<file path="src/rtl/bit_sequencer.sv">
// Bit-cycle scheduler for the bit-serial datapath: emits per-bit shift enables, bit index,
// first/last flags and carry seed over N passes. Optional stall counter: BITSEQ_STALL_CNT_EN.
module bit_sequencer #(
    parameter int DATA_W = 8,
    parameter int CNT_W  = 3,
    parameter int PASS_W = 3
) (
    input  logic              clk,
    input  logic              rst,
    input  logic              start,
    input  logic              op_sub,
    input  logic [PASS_W-1:0] passes,
    input  logic              hold,
    input  logic              abort,
    output logic              busy,
    output logic              shift_en,
    output logic [CNT_W-1:0]  bit_idx,
    output logic              first_bit,
    output logic              last_bit,
    output logic              carry_seed,
    output logic              pass_done,
`ifdef BITSEQ_STALL_CNT_EN
    output logic [15:0]       stall_cnt,
`endif
    output logic              done
);

    typedef enum logic [1:0] {IDLE, RUN, DONE} state_t;

    state_t              state, state_nxt;
    logic [CNT_W-1:0]    idx_q, idx_nxt;
    logic [PASS_W-1:0]   pass_q, pass_nxt;
    logic                sub_q, sub_nxt;
    logic                first_q, first_nxt;
    logic                at_last;

    assign at_last = (idx_q == CNT_W'(DATA_W - 1));

    always_ff @(posedge clk) begin
        if (rst) begin
            state   <= IDLE;
            idx_q   <= '0;
            pass_q  <= '0;
            sub_q   <= 1'b0;
            first_q <= 1'b0;
        end else begin
            state   <= state_nxt;
            idx_q   <= idx_nxt;
            pass_q  <= pass_nxt;
            sub_q   <= sub_nxt;
            first_q <= first_nxt;
        end
    end

    always_comb begin
        state_nxt = state;
        idx_nxt   = idx_q;
        pass_nxt  = pass_q;
        sub_nxt   = sub_q;
        first_nxt = first_q;
        if (abort) begin
            state_nxt = IDLE;
            idx_nxt   = '0;
            pass_nxt  = '0;
            first_nxt = 1'b0;
        end else begin
            case (state)
                IDLE: begin
                    if (start) begin
                        sub_nxt   = op_sub;
                        pass_nxt  = passes;
                        idx_nxt   = '0;
                        first_nxt = 1'b1;
                        state_nxt = (passes == '0) ? DONE : RUN;
                    end
                end
                RUN: begin
                    if (!hold) begin
                        if (!at_last) begin
                            idx_nxt = idx_q + CNT_W'(1);
                        end else if (pass_q > PASS_W'(1)) begin
                            idx_nxt   = '0;
                            pass_nxt  = pass_q - PASS_W'(1);
                            first_nxt = 1'b0;
                        end else begin
                            state_nxt = DONE;
                            idx_nxt   = '0;
                            pass_nxt  = '0;
                            first_nxt = 1'b0;
                        end
                    end
                end
                DONE:    state_nxt = IDLE;
                default: state_nxt = IDLE;
            endcase
        end
    end

    // Every per-bit strobe is qualified by shift_en so a stall masks them all.
    assign busy       = (state != IDLE);
    assign shift_en   = (state == RUN) && !hold;
    assign bit_idx    = idx_q;
    assign first_bit  = shift_en && first_q && (idx_q == '0);
    assign last_bit   = shift_en && at_last;
    assign carry_seed = first_bit && sub_q;
    assign pass_done  = last_bit && (pass_q > PASS_W'(1));
    assign done       = (state == DONE);

`ifdef BITSEQ_STALL_CNT_EN
    always_ff @(posedge clk) begin
        if (rst) begin
            stall_cnt <= '0;
        end else if (state == IDLE && start && !abort) begin
            stall_cnt <= '0;
        end else if (state == RUN && hold && stall_cnt != 16'hFFFF) begin
            stall_cnt <= stall_cnt + 16'd1;
        end
    end
`endif

endmodule

</file>
<file path="config.mk">
export PLATFORM = sky130hd
export DESIGN_NAME = bit_sequencer
export DESIGN_NICKNAME = d
export VERILOG_FILES = /design/src/rtl/bit_sequencer.sv
export SDC_FILE = /design/constraint.sdc
export NUM_CORES = 1
export LEC_CHECK = 0
export CAP_MARGIN = 40
export CORE_UTILIZATION = 41
export CTS_CLUSTER_DIAMETER = 60
export DETAILED_ROUTE_END_ITERATION = 10
export PLACE_DENSITY = 0.71
export RECOVER_POWER = 25
export SLEW_MARGIN = 40
export SYNTH_ARGS = -nofsm -noshare
export SYNTH_HDL_FRONTEND = slang
export SYNTH_SLANG_ARGS = --single-unit
</file>
<file path="constraint.sdc">
create_clock -name clk -period 1.65 [get_ports clk]
set_input_delay 0.2475 -clock clk [delete_from_list [all_inputs] [get_ports clk]]
set_output_delay 0.2475 -clock clk [all_outputs]
set_load 0.005 [all_outputs]
</file>
==> impl_metrics.toml, run 1 <==
[run_status]
status = "finished, final reports clean"

[die]
die_y_um = 41.9
dieArea_um2 = 1750
rows = 14
die_x_um = 41.9
pin_count = 19
coreArea_um2 = 1490
start_util_pct = 43.8

[power_and_ir_drop]
pwr-share-comb_pct = 23.1
sw_frac_of_total_pct = 27.0
power_per_cell_area_nw_per_um2 = 531
seqPwrFrac_pct = 45.4
vdd_drop_max_mv = 0.378
leakage_nw = 0.468
switchingPower_mw = 0.150
internal-power_mw = 0.405
p_clk_share_pct = 31.5

[synth]
ys_seq_area_share_pct = 30.7
ys_seq_elements = 10
synthCells = 75
synthesis.area_per_instance_um2 = 8.69
syn-num-nets = 89
synthesis.area_um2 = 652
synth_warnings = 0
synth_cell_types = 32

[clock_tree]
cts_tree = "built"
worstSkewPairLatency_ns = 0.27
clockRootBuffer = "clkbuf_4"
postCtsHoldBufs = 0
cts.sinks = 10
cts_buffers = 3
clockBufferDepth = 2
htreeDepth = 1
clkTransAtPathRegs_ns = 0.07

[timing]
finalCriticalPeriod_ns = 1.60
finalHoldViolCount = 0
period_share_pct = 97.0
setup_viol = 0
max_freq_mhz = 625
holdWs_ns = 0.488
slew_headroom_pct = 77.3
tightest_slew_ns = 0.341
finClkSkew_ns = 0.00441
finalWorstSetupSlack_ns = 0.0493
drv_slew = 0
finalSetupTns_ns = 0

[global_routing]
grt_first_pass_wirelength_mm = 2.59
gr-total-overflow = 0
antenna_found_initial = 0
grt_pass1_vias = 665
grtUsageTotal_pct = 20.1
grt_max_degree = 8

[setup_path]
worstPathCellList = "ha_4 -> ha_4 -> nand2b_4 -> buf_4 -> buf_4 -> o21ai_4 -> o221ai_2 -> o211a_1"
cp-end-kind = "flip-flop"
regToRegSetupSlack_ns = 0.05
cpPeakStageDelay_ns = 0.37
rr_endpoint = "pass_q[0]$_SDFFE_PP0P_"
crit_path_max_fanout = 7
r2r-start = "bit_idx[1]$_SDFFE_PP0P_"
cp.arrival_ns = 1.77
slowest_stage = "dfxtp_4"
critPathLaunchType = "flip-flop"
crit_start = "bit_idx[1]$_SDFFE_PP0P_"
reg2regPathDepth = 8
cp.required_ns = 1.82
worst-setup-path-type = "flip-flop to flip-flop"
critPathCapture = "pass_q[0]$_SDFFE_PP0P_"

[cells_and_area]
layout_common_cells = "buf_4 (19), clkdlybuf4s50_1 (10), inv_1 (7), nor2_1 (7), a21oi_1 (7)"
drive_gt1_share_pct = 37.7
nNetsFinal = 130
final_cells = 130
final_util_pct = 70.2
insertedDiodeCount = 0
final_common_cell = "buf_4"
area_delta_synth_final_pct = 60.3

[route]
avgRoutedWirePerCell_um = 12.3
vias_per_cell = 5.02
ant_nets = 0
drt_iter0_markers = 9
drc = 0
drtPass1Iterations = 4
wirelength_mm = 1.60
num_vias = 652

[placement]
place_ws_ns = -0.260
numPortBuffers = 18
gp_congestion = 0.738
placed_cells = 125
hpwl_mm = 1.24

[hold_path]
hold_path_class = "flip-flop to flip-flop"

[job]
drv_cap = 0
state kept, by name, indices dropped and copies added (netlist names):
name / count
first_q: 1
sub_q: 1
pass_q: 3
state: 2
bit_idx: 3
cell families after synthesis:
kind of cell	Yosys count	share of synthesized area, %
compound gates	20	23.8
fa+ha+maj	5	9.60
buf+inv	8	5.18
flops	10	30.7
mux	1	1.54
simple gates	31	29.2
Yosys cell counts, drive strengths merged:
cell type | count | area, um2
a41oi | 1 | 8.76
and2b | 1 | 10.0
a2bb2oi | 1 | 8.76
a21oi | 7 | 38.8
or2 | 2 | 15.0
or3b | 1 | 11.3
nor2 | 8 | 32.5
o221ai | 1 | 15.0
buf | 1 | 7.51
o21ai | 6 | 45.1
a21o | 1 | 7.51
inv | 7 | 26.3
nand2 | 3 | 11.3
dfxtp | 10 | 200
o211a | 1 | 10.0
o21ba | 1 | 10.0
o221a | 1 | 11.3
nand2b | 8 | 57.6
ha | 5 | 62.6
nand3 | 1 | 5.00
and4b | 1 | 10.0
and2 | 2 | 12.5
mux2i | 1 | 10.0
nor3 | 2 | 10.0
nor2b | 2 | 15.0
repair_timing:
item / in CTS / in global routing
buffers inserted: 2 / 0
pin swaps: 2 / 2
resized for setup: 16 / 11
setup endpoints to repair: 7 / 6
per-layer routing:
layer | global-route usage [%] | share of wire [%]
met5 | 0 | 0
met4 | 13.5 | 2.1
met3 | 3.91 | 3.7
met2 | 36.6 | 53
met1 | 20.4 | 41
layout make-up:
cell class / count / area (um2)
well taps: 16 / 20.0
repair buffers: 37 / 310
inverters: 7 / 26.3
flip-flops and latches: 10 / 214
clock buffers: 3 / 22.5
multi-input cells: 57 / 452
fillers: 121 / 444
through the flow:
stage | power, mW | area (um2)
CTS | 0.561 | 1020
finish | 0.555 | 1040
floorplan | 0.328 | 652
global route | 0.586 | 1040
detailed placement | 0.390 | 972
global placement | 0.386 | 972
critical path: cells and delay by family (launching register included):
kind	cells	cell delay [ns]
DFF	1	0.37
adders and majority gates	2	0.28
AOI/OAI and AO/OA	3	0.51
and+or+nand+nor	1	0.06
buffers and inverters	2	0.27
power by group through the flow:
stage	Combinational (mW)	Sequential, mW	Clock (mW)
after global routing	0.140	0.253	0.193
after detailed placement	0.129	0.261	0
after CTS	0.130	0.255	0.177
after global placement	0.126	0.261	0
final	0.128	0.252	0.175
after floorplan	0.0682	0.259	0
worst min path at each step:
stage | startpoint | end | slack (ns) | cells after the start
floorplan | rst | sub_q$_SDFFE_PP0P_ | 0.32 | 1
global placement | sub_q$_SDFFE_PP0P_ | sub_q$_SDFFE_PP0P_ | 0.47 | 2
detailed placement | first_q$_SDFFE_PP0P_ | first_q$_SDFFE_PP0P_ | 0.48 | 2
CTS | first_q$_SDFFE_PP0P_ | first_q$_SDFFE_PP0P_ | 0.49 | 2
global route | first_q$_SDFFE_PP0P_ | first_q$_SDFFE_PP0P_ | 0.52 | 2
finish | sub_q$_SDFFE_PP0P_ | sub_q$_SDFFE_PP0P_ | 0.49 | 2
Note: power is estimated with default switching activity, not from simulation.
==> run 2, diff against run 1 <==
Settings changed: DONT_BUFFER_PORTS set to 1, PLACE_DENSITY 0.71 to not set.
==> run 2 against run 1 <==
  * Register-to-register slack better by 0.13 ns
  * Non-clock buffer count down 35
  * Maximum frequency up 3.1%
  * Largest power group unchanged
  * Highest routed layer unchanged
  * Global-route usage down 4.4 points
==> impl_metrics.toml, run 2 (synthesis results as in run 1) <==
[die]
die_x_um = 41.9
pin_count = 19
coreArea_um2 = 1490
rows = 14
start_util_pct = 43.8
die_y_um = 41.9
dieArea_um2 = 1750

[setup_path]
path_buf_inv = 2
cp-end-kind = "primary output"
critPathLaunchType = "flip-flop"
regToRegSetupSlack_ns = 0.18
cp.arrival_ns = 1.30
crit_path_max_fanout = 4
worstPathCellList = "buf_4 -> inv_1 -> ha_1 -> and4b_1 -> and2_1"
worst-setup-path-type = "flip-flop to primary output"
reg2regPathDepth = 6
cpPeakStageDelay_ns = 0.34
cp.required_ns = 1.40
r2r-start = "bit_idx[1]$_SDFFE_PP0P_"
rr_endpoint = "pass_q[0]$_SDFFE_PP0P_"
slowest_stage = "dfxtp_1"
crit_family = "simple AND/OR/NAND/NOR gates"

[route]
drt_iter0_markers = 8
drtPass1Iterations = 4
num_vias = 510
vias_per_cell = 5.37
ant_nets = 0
wirelength_mm = 1.28
drc = 0
avgRoutedWirePerCell_um = 13.5

[hold_path]
min_from = "rst"
hold_path_class = "input pin to flip-flop"
hold_path_end = "sub_q$_SDFFE_PP0P_"
min_path_cells = 1

[placement]
hpwl_mm = 1.01
numPortBuffers = 0
placed_cell_area_um2 = 679
gp_congestion = 0.811

[timing]
rsz0062_at_grt = "no"
period_share_pct = 94.1
finalSetupTns_ns = 0
drv_slew = 0
finalHoldViolCount = 0
tightest_slew_ns = 0.263
slew_headroom_pct = 82.4
setup_viol = 0
finalCriticalPeriod_ns = 1.55
finClkSkew_ns = 0.00309
max_freq_mhz = 644

[job]
drv_cap = 0

[clock_tree]
cts_buffers = 3
postCtsHoldBufs = 0
worstSkewPairLatency_ns = 0.26
clockBufferDepth = 2
clkTransAtPathRegs_ns = 0.07
cts.sinks = 10
cts_tree = "built"
clockRootBuffer = "clkbuf_4"
htreeDepth = 1

[power_and_ir_drop]
power_per_cell_area_nw_per_um2 = 700
power.total_mw = 0.505
vdd_drop_max_mv = 0.463
leakage_nw = 0.278

[global_routing]
gr-total-overflow = 0
antenna_found_initial = 0
grt_pass1_vias = 480
grt_first_pass_wirelength_mm = 2.06
grt_max_degree = 8
grtUsageTotal_pct = 15.7

[cells_and_area]
drive_gt1_share_pct = 26.6
final_area_um2 = 722
insertedDiodeCount = 0
area_delta_synth_final_pct = 10.7
nNetsFinal = 95
regArea_um2 = 203
num-fill-cells = 151
multi_input_area_um2 = 435
layout_common_cells = "dfxtp_1 (8), inv_1 (7), nor2_1 (6), nand2b_1 (6), a21oi_1 (6)"
final_common_cell = "dfxtp_1"

[run_status]
status = "finished, final reports clean"
==> run 2: cell types whose count changed in the layout (fill, tap and decap cells not counted), moves of 3 or more <==
cell             delta
dlygate4sd2_1       -4
clkdlybuf4s50_1    -10
buf_4              -17
dfxtp_4             -3
dfxtp_1             +3
==> run 2: worst max path at each step <==
| stage | slack (ns) | cells after the start | start | endpoint |
|---|---|---|---|---|
| detailed placement | 0.15 | 6 | bit_idx[1]$_SDFFE_PP0P_ | pass_q[0]$_SDFFE_PP0P_ |
| global route | 0.01 | 5 | pass_q[1]$_SDFFE_PP0P_ | pass_done |
| CTS | 0.03 | 4 | state[1]$_SDFFE_PP0P_ | carry_seed |
| floorplan | 0.26 | 6 | bit_idx[0]$_SDFFE_PP0P_ | pass_q[0]$_SDFFE_PP0P_ |
| finish | 0.1 | 5 | bit_idx[0]$_SDFFE_PP0P_ | carry_seed |
| global placement | 0.21 | 6 | bit_idx[1]$_SDFFE_PP0P_ | pass_q[0]$_SDFFE_PP0P_ |
==> run 2: layer usage <==
metal,global-route usage [%],up-vias,wire length [um]
li1,-,269,-
met1,18.3,230,634
met2,25.0,9,594
met3,8.70,2,41
met4,3.87,0,10
met5,0,-,0
==> run 2: where the power goes <==
| part | total (mW) | internal [mW] | leakage [nW] | switching, mW |
|---|---|---|---|---|
| registers | 0.258 | 0.250 | 0.0822 | 0.00859 |
| logic | 0.0817 | 0.0401 | 0.182 | 0.0416 |
| clock network | 0.165 | 0.0841 | 0.0138 | 0.0811 |
==> run 2: worst register-to-register path, cell delays in order, from the launching register on <==
cell	delay (ns)
dfxtp_1	0.39
ha_1	0.17
ha_1	0.20
nand2b_2	0.13
o21ai_4	0.23
o221ai_2	0.12
o211a_1	0.13
==> run 2: cell type report <==
class,instances,share of cell area [%]
Inverter,7,3.64
Multi-Input combinational cell,57,60.3
Clock buffer,3,3.12
Sequential cell,10,28.1
Timing Repair Buffer,2,2.08
Tap cell,16,2.77
==> run 2: metrics by stage <==
step	instances	util (%)	worst slack (ns)	hold WS, ns
floorplan	75	-	0.257	0.317
global placement	92	45.6	0.206	0.319
detailed placement	92	45.6	0.146	0.324
CTS	95	47.2	0.0314	0.0440
global route	95	48.5	0.0149	0.0435
finish	95	48.5	0.0977	0.0527
==> run 2: what timing repair did <==
| action | in CTS | in global routing |
|---|---|---|
| setup buffers | 0 | 0 |
| endpoints found under the setup margin | 1 | 3 |
| gates resized for setup | 1 | 6 |
==> run 3, diff against run 2 <==
Settings changed: CORE_MARGIN set to 1, MAX_ROUTING_LAYER set to met4.
==> results of run 3 <==
The final DEF is identical to that of run 2; final timing and power are the same.
Among the figures that moved: final weighted congestion in routability-driven placement 0.811 -> 0.823; overall routing resource usage 15.7% -> 16.2%
